## config.mk

```make
export PLATFORM = sky130hd
export DESIGN_NAME = pulse_pacer
export DESIGN_NICKNAME = d
export VERILOG_FILES = /design/src/rtl/pulsesync_pkg.sv /design/src/rtl/pulse_pacer.sv
export SDC_FILE = /design/constraint.sdc
export NUM_CORES = 1
export LEC_CHECK = 0
export ABC_AREA = 1
export ABC_CLOCK_PERIOD_IN_PS = 2700
export CORE_AREA = 2 2 39 41
export CTS_CLUSTER_DIAMETER = 30
export DETAILED_ROUTE_END_ITERATION = 7
export DIE_AREA = 0 0 41 43
export HOLD_SLACK_MARGIN = 0.1
export PLACE_DENSITY = 0.68
export SLEW_MARGIN = 10
export SYNTH_ARGS = -nofsm -noshare
export SYNTH_HDL_FRONTEND = slang
export SYNTH_SLANG_ARGS = --single-unit
export TNS_END_PERCENT = 30
```

## constraint.sdc

```tcl
create_clock -name clk -period 2.7 [get_ports clk]
set_input_delay 0.54 -clock clk [delete_from_list [all_inputs] [get_ports clk]]
set_output_delay 0.54 -clock clk [all_outputs]
set_load 0.005 [all_outputs]
```

## src/rtl/pulsesync_pkg.sv

```systemverilog
// Shared definitions for the pulse pacer and the toggle pulse synchronizer benches.
package pulsesync_pkg;

  // Pacer FSM encodings
  typedef enum logic {
    PACER_IDLE = 1'b0,
    PACER_HOLD = 1'b1
  } pacer_state_e;

  // Default pacer parameters
  localparam int unsigned PACER_GAP_DEF   = 6;
  localparam int unsigned PACER_CNT_W_DEF = 4;

endpackage : pulsesync_pkg

```

## src/rtl/pulse_pacer.sv

```systemverilog
// Queues dense event pulses and re-emits them spaced GAP cycles apart for a toggle synchronizer.
module pulse_pacer
  import pulsesync_pkg::*;
#(
  parameter int unsigned GAP   = PACER_GAP_DEF,
  parameter int unsigned CNT_W = PACER_CNT_W_DEF
) (
  input  logic             clk,
  input  logic             rst_n,
  input  logic             pulse_in,
  input  logic             clr_ovf,
  output logic             pulse_out,
  output logic [CNT_W-1:0] pending,
  output logic             busy,
  output logic             overflow
);

  localparam int unsigned      GAP_W      = $clog2(GAP);
  localparam logic [GAP_W-1:0] GAP_RELOAD = GAP_W'(GAP - 2);
  localparam logic [CNT_W-1:0] CNT_MAX    = '1;

  pacer_state_e     state_q;
  logic [GAP_W-1:0] gap_cnt_q;
  logic             pulse_out_q;
  logic [CNT_W-1:0] pending_q;
  logic [CNT_W-1:0] pending_d;
  logic             overflow_q;

  logic emit_c;
  logic accept_c;
  logic drop_c;

  // Emit decision and queue admission
  always_comb begin
    emit_c   = 1'b0;
    accept_c = 1'b0;
    drop_c   = 1'b0;
    emit_c   = (state_q == PACER_IDLE) && ((pending_q != '0) || pulse_in);
    accept_c = (pending_q != CNT_MAX) || emit_c;
    drop_c   = pulse_in && !accept_c;
  end

  // Pacing FSM: one pulse out, then hold for the remaining GAP-1 cycles
  always_ff @(posedge clk or negedge rst_n) begin
    if (!rst_n) begin
      state_q     <= PACER_IDLE;
      gap_cnt_q   <= '0;
      pulse_out_q <= 1'b0;
    end else begin
      case (state_q)
        PACER_IDLE: begin
          if (emit_c) begin
            pulse_out_q <= 1'b1;
            gap_cnt_q   <= GAP_RELOAD;
            state_q     <= PACER_HOLD;
          end else begin
            pulse_out_q <= 1'b0;
          end
        end
        PACER_HOLD: begin
          pulse_out_q <= 1'b0;
          if (gap_cnt_q == '0) begin
            state_q <= PACER_IDLE;
          end else begin
            gap_cnt_q <= gap_cnt_q - GAP_W'(1);
          end
        end
        default: begin
          pulse_out_q <= 1'b0;
          state_q     <= PACER_IDLE;
        end
      endcase
    end
  end

  // Saturating pending count: an accepted arrival and an emit in the same cycle cancel
  always_comb begin
    pending_d = pending_q;
    pending_d = pending_q + CNT_W'(pulse_in && accept_c) - CNT_W'(emit_c);
  end

  // Pending counter register
  always_ff @(posedge clk or negedge rst_n) begin
    if (!rst_n) begin
      pending_q <= '0;
    end else begin
      pending_q <= pending_d;
    end
  end

  // Sticky overflow; a drop in the same cycle as a clear keeps it set
  always_ff @(posedge clk or negedge rst_n) begin
    if (!rst_n) begin
      overflow_q <= 1'b0;
    end else if (drop_c) begin
      overflow_q <= 1'b1;
    end else if (clr_ovf) begin
      overflow_q <= 1'b0;
    end
  end

  assign pulse_out = pulse_out_q;
  assign pending   = pending_q;
  assign overflow  = overflow_q;
  assign busy      = (state_q != PACER_IDLE) || (pending_q != '0);

endmodule : pulse_pacer

```

# Word-level counts from Yosys, hierarchy flattened
# Cells that the tools add are included.
# word_totals
ff_bits,10
latch_bits,0
ramBits,0
rom_bits,0
out_inout_bits,7
wordCells,32
mem_count,0
# classes
addsub,3
multipliers,0
div,0
magnitude_cmp,0
n_eq_ne,3
shift,0
mux,9
bitwise,1
n_reduce_logical,11
# op_table
op,count
$mux W3,2
$pmux W3 S2,1
$add A4 B1 Y4,1
$mux W1,4
$ne A2 B2 Y1 const B,2
$ne A4 B4 Y1 const B,1
$pmux W1 S2,2
$reduce_bool A4 Y1,1
$sub A4 B1 Y4,1
$logic_and A1 B1 Y1,3
$logic_not A3 Y1,1
$logic_or A1 B1 Y1,3
$sub A3 B1 Y3 const B,1
$reduce_and A2 Y1,1
$reduce_bool A2 Y1,1
$logic_not A1 Y1,1
$not A1 Y1,1

# Depth between registers and ports, before layout
# logic_depth
word_depth,7
depth_mapped,11
depth_no_buf,11

# Least setup slack after synthesis
# OpenSTA, ideal clock, no wires.
# synth_timing
path_kind,register to register
start,register pending_q[2] (netlist: pending[2])
end,register pending_q[2] (netlist: pending[2])
setup_time_ns,0.123
arrival_time_ns,1.615
required_ns,2.577
path_slack_ns,0.962
path_stages_with_launch,12
period_less_slack_ns,1.738
path_cell_list,dfrtp_1 > inv_1 > ha_1 > nand3_2 > nand2_2 > inv_2 > nand2_2 > nand2_2 > ha_1 > inv_1 > fa_1 > xnor2_1
# synth_between
elab_chain_len,7
# synth_rtl
element,line,rtl
"start, declared",pulse_pacer.sv:25,logic [CNT_W-1:0] pending_q;
"start signal, assigned",pulse_pacer.sv:87,pending_q <= pending_d;
$reduce_bool A4 Y1,pulse_pacer.sv:38,emit_c = (state_q == PACER_IDLE) && ((pending_q != '0) || pulse_in);
$logic_or A1 B1 Y1,pulse_pacer.sv:38,
$logic_and A1 B1 Y1,pulse_pacer.sv:38,
$logic_or A1 B1 Y1,pulse_pacer.sv:39,accept_c = (pending_q != CNT_MAX) || emit_c;
$logic_and A1 B1 Y1,pulse_pacer.sv:79,pending_d = pending_q + CNT_W'(pulse_in && accept_c) - CNT_W'(emit_c);
$add A4 B1 Y4,pulse_pacer.sv:79,
$sub A4 B1 Y4 (*),pulse_pacer.sv:79,
named net pending_d[2],pulse_pacer.sv:26,logic [CNT_W-1:0] pending_d;
# The timed path passes the listed nets; every way through them passes the cells marked *.
# A chain may end at the register's enable or synchronous reset.

# Final worst setup path
# layout_timing
start,register pending_q[2] (netlist: pending[2])
end,output busy
# layout_between
elab_chain_len,2
# layout_rtl
element,line,rtl
$reduce_bool A4 Y1,pulse_pacer.sv:105,assign busy = (state_q != PACER_IDLE) || (pending_q != '0);
$logic_or A1 B1 Y1,pulse_pacer.sv:105,
"end, declared",pulse_pacer.sv:14,"output logic busy,"
# Every way passes these cells.

==> key figures <==
Logic synthesis
  – Synth unique cells: 15
  – Cell taking the most area after synthesis: dfrtp_1
  – Syn Inst Count: 60
  – Top area cells in the synthesized netlist: dfrtp_1, ha_1, nand3_1
  – Synth Cell Area: 566 um2
  – Syn avg cell area: 9.43 um2
  – Sequential-to-total area share from yosys stat: 0.442
  – Yosys reg bits: 10
  – Post-Syn Nets: 72
  – Ys Warns: 0
  – Area share of the largest cell type after synthesis: 0.442

GRT
  – Number of global-route vias before repair: 403
  – Overall Global Routing Usage: 0.142
  – Pin count of the biggest net entering global routing: 11
  – First-pass GRT wire length: between 1500 and 2000 um
  – Initial antenna violation count: 0
  – Remaining global-route overflow: 0

STA
  – Fin Setup TNS: 0 ns
  – Max-slew headroom: 0.697
  – Final setup vio count: 0
  – Hold_ws: 0.509 ns
  – Final min period: roughly 2.0 ns
  – Final hold violations: 0
  – Highest clock rate: 488 MHz
  – Post-Route Skew: 0.000768 ns
  – RSZ-0062 raised after global routing: no
  – Worst Max-Slew Pin Slew: 0.453 ns
  – Count of pins over their slew limit: 0
  – Period utilisation layout: 0.759

Layout
  – Seq. cell area: around 250 um2
  – Ant. Diodes: 0
  – # fillers: 137
  – Final core utilization: 0.522
  – Layout area overhead: 27.7%
  – Share of post-route cells with drive strength above 1: 0.203
  – Layout Nets: 87
  – Design Area, Final: about 720 um2
  – Multi-input gate area: 267 um2

Detailed routing
  – Via count: 415
  – Routed WL per cell: approximately 10 um
  – Residual DRC: 0
  – Vias per cell: 4.61
  – DRT antenna net count: 0
  – DRT Pass-1 Iters: 4
  – Final wirelength: 928 um
  – Initial DRC count: 6

CTS
  – Post_cts resized: 0
  – CTS buffer count: 3
  – Number of hold buffers added after CTS: 0
  – Clock tree from TritonCTS: yes
  – Clock Path Buffers: 2
  – Root Buffer: clkbuf_4
  – # Post-CTS Setup Buffers: 0
  – CTS clk-pin slew, worst paths: approximately 0.070 ns
  – Clock latency on the worst-skew pair: approximately 0.27 ns
  – H-tree Lvls: 1
  – Clock Sinks: 10

Critical path
  – CP Class: flop to primary output
  – Crit path arrival time: 1.51 ns
  – Worst endpoint required time: roughly 2.2 ns
  – Worst setup SP type: flop
  – CP Capture Type: primary output
  – Max Fanout on Critical Path: 3

Floorplanning
  – Die width: 41 um
  – Die ar.: 1760 um2
  – Core area: 1380 um2
  – Row count: 14
  – Initial Util: 0.409
  – Die height: 43 um
  – Top Ports: 11

Outcome
  – Status: finished clean

Place
  – Final GP Congestion: 0.732
  – Dpl hpwl: roughly 740 um
  – Placed Instance Area: 686 um2
  – Buffers on Ports: 10

Worst hold path
  – Worst Hold Class: flop to flop

Pwr
  – Overall Power: 885 uW
  – PwrDens: around 1200 nW/um2
  – Max VDD drop: approximately 0.00066 V
  – Static leakage: 0.367 nW

Job
  – Max Cap Viol: 0
-- layout by cell type, fill, tap and decap left out, types with 2 or more instances in the layout --
master	instances
inv_2	4
ha_1	7
dfrtp_1	10
nand2_1	9
nand3_1	8
clkdlybuf4s50_1	10
inv_1	9
clkbuf_4	3
nand2_2	4
xnor2_1	2
-- Yosys cell counts --
master	number
a21oi_1	1
a21oi_2	1
dfrtp_1	10
fa_1	1
ha_1	7
inv_1	9
inv_2	4
nand2_1	9
nand2_2	4
nand3_1	8
nand3_2	1
nor2_2	1
o22ai_1	1
or2_0	1
xnor2_1	2
-- worst paths after layout --
kind | start | depth (start not counted) | slack, ns | to
worst max-delay path | pending[2] | 4 | 0.65 | busy
worst max register to register | pending[2] | 11 | 0.84 | pending[1]
min in group asynchronous | rst_n | 1 | 0.58 | pulse_out
worst min-delay path | gap_cnt_q[1] | 2 | 0.51 | gap_cnt_q[1]
max in group asynchronous | rst_n | 1 | 1.81 | pending[0]
worst min register to register | gap_cnt_q[1] | 2 | 0.51 | gap_cnt_q[1]
-- metal layers --
| layer | part of all wire | wire (um) | GRT usage |
|---|---|---|---|
| met1 | 0.48 | 443 | 0.174 |
| met4 | 0.015 | 14 | 0.120 |
| met2 | 0.46 | 426 | 0.200 |
| met5 | 0 | 0 | 0 |
| met3 | 0.046 | 43 | 0.0314 |
-- sequential cells by signal (all words and copies together), names as in the netlist --
signal     cells
pulse_out      1
pending        4
overflow       1
gap_cnt_q      3
state_q        1
-- worst max-delay path, cell delays in order (launching register included) --
cell and delay (ns):
dfrtp_1 0.37, inv_1 0.07, ha_1 0.22, nand3_1 0.08
clkdlybuf4s50_1 0.49
-- cells by family (layout without fill, tap and decap cells) --
family                   count (synthesis)  after routing  synth area share
AND/OR/NAND/NOR                         24             24             0.215
flip-flops                              10             10             0.442
buffers and inverters                   13             27            0.0863
XOR/XNOR                                 2              2            0.0310
AO/OA/AOI/OAI                            3              3            0.0354
adder cells (fa/ha/maj)                  8              8             0.190
-- through the flow --
stage,setup slack (ns),std cells
after floorplan,0.962,60
after global placement,0.389,86
after detailed placement,0.379,86
after CTS,0.635,90
after global routing,0.560,90
final,0.651,90
-- report_power, final --
group          internal, mW  switching [mW]  total (mW)
registers             0.227          0.0631       0.290
clock network        0.0819          0.0558       0.138
logic                 0.235           0.223       0.458
total                 0.543           0.342       0.885
-- final cells by class --
class,count,area share
well taps,16,0.0277
repair buffers,10,0.139
multi-input cells,37,0.369
clock buffers,4,0.0503
inverters,13,0.0676
flip-flops and latches,10,0.347
No activity file was read; power rests on OpenSTA's default activity.
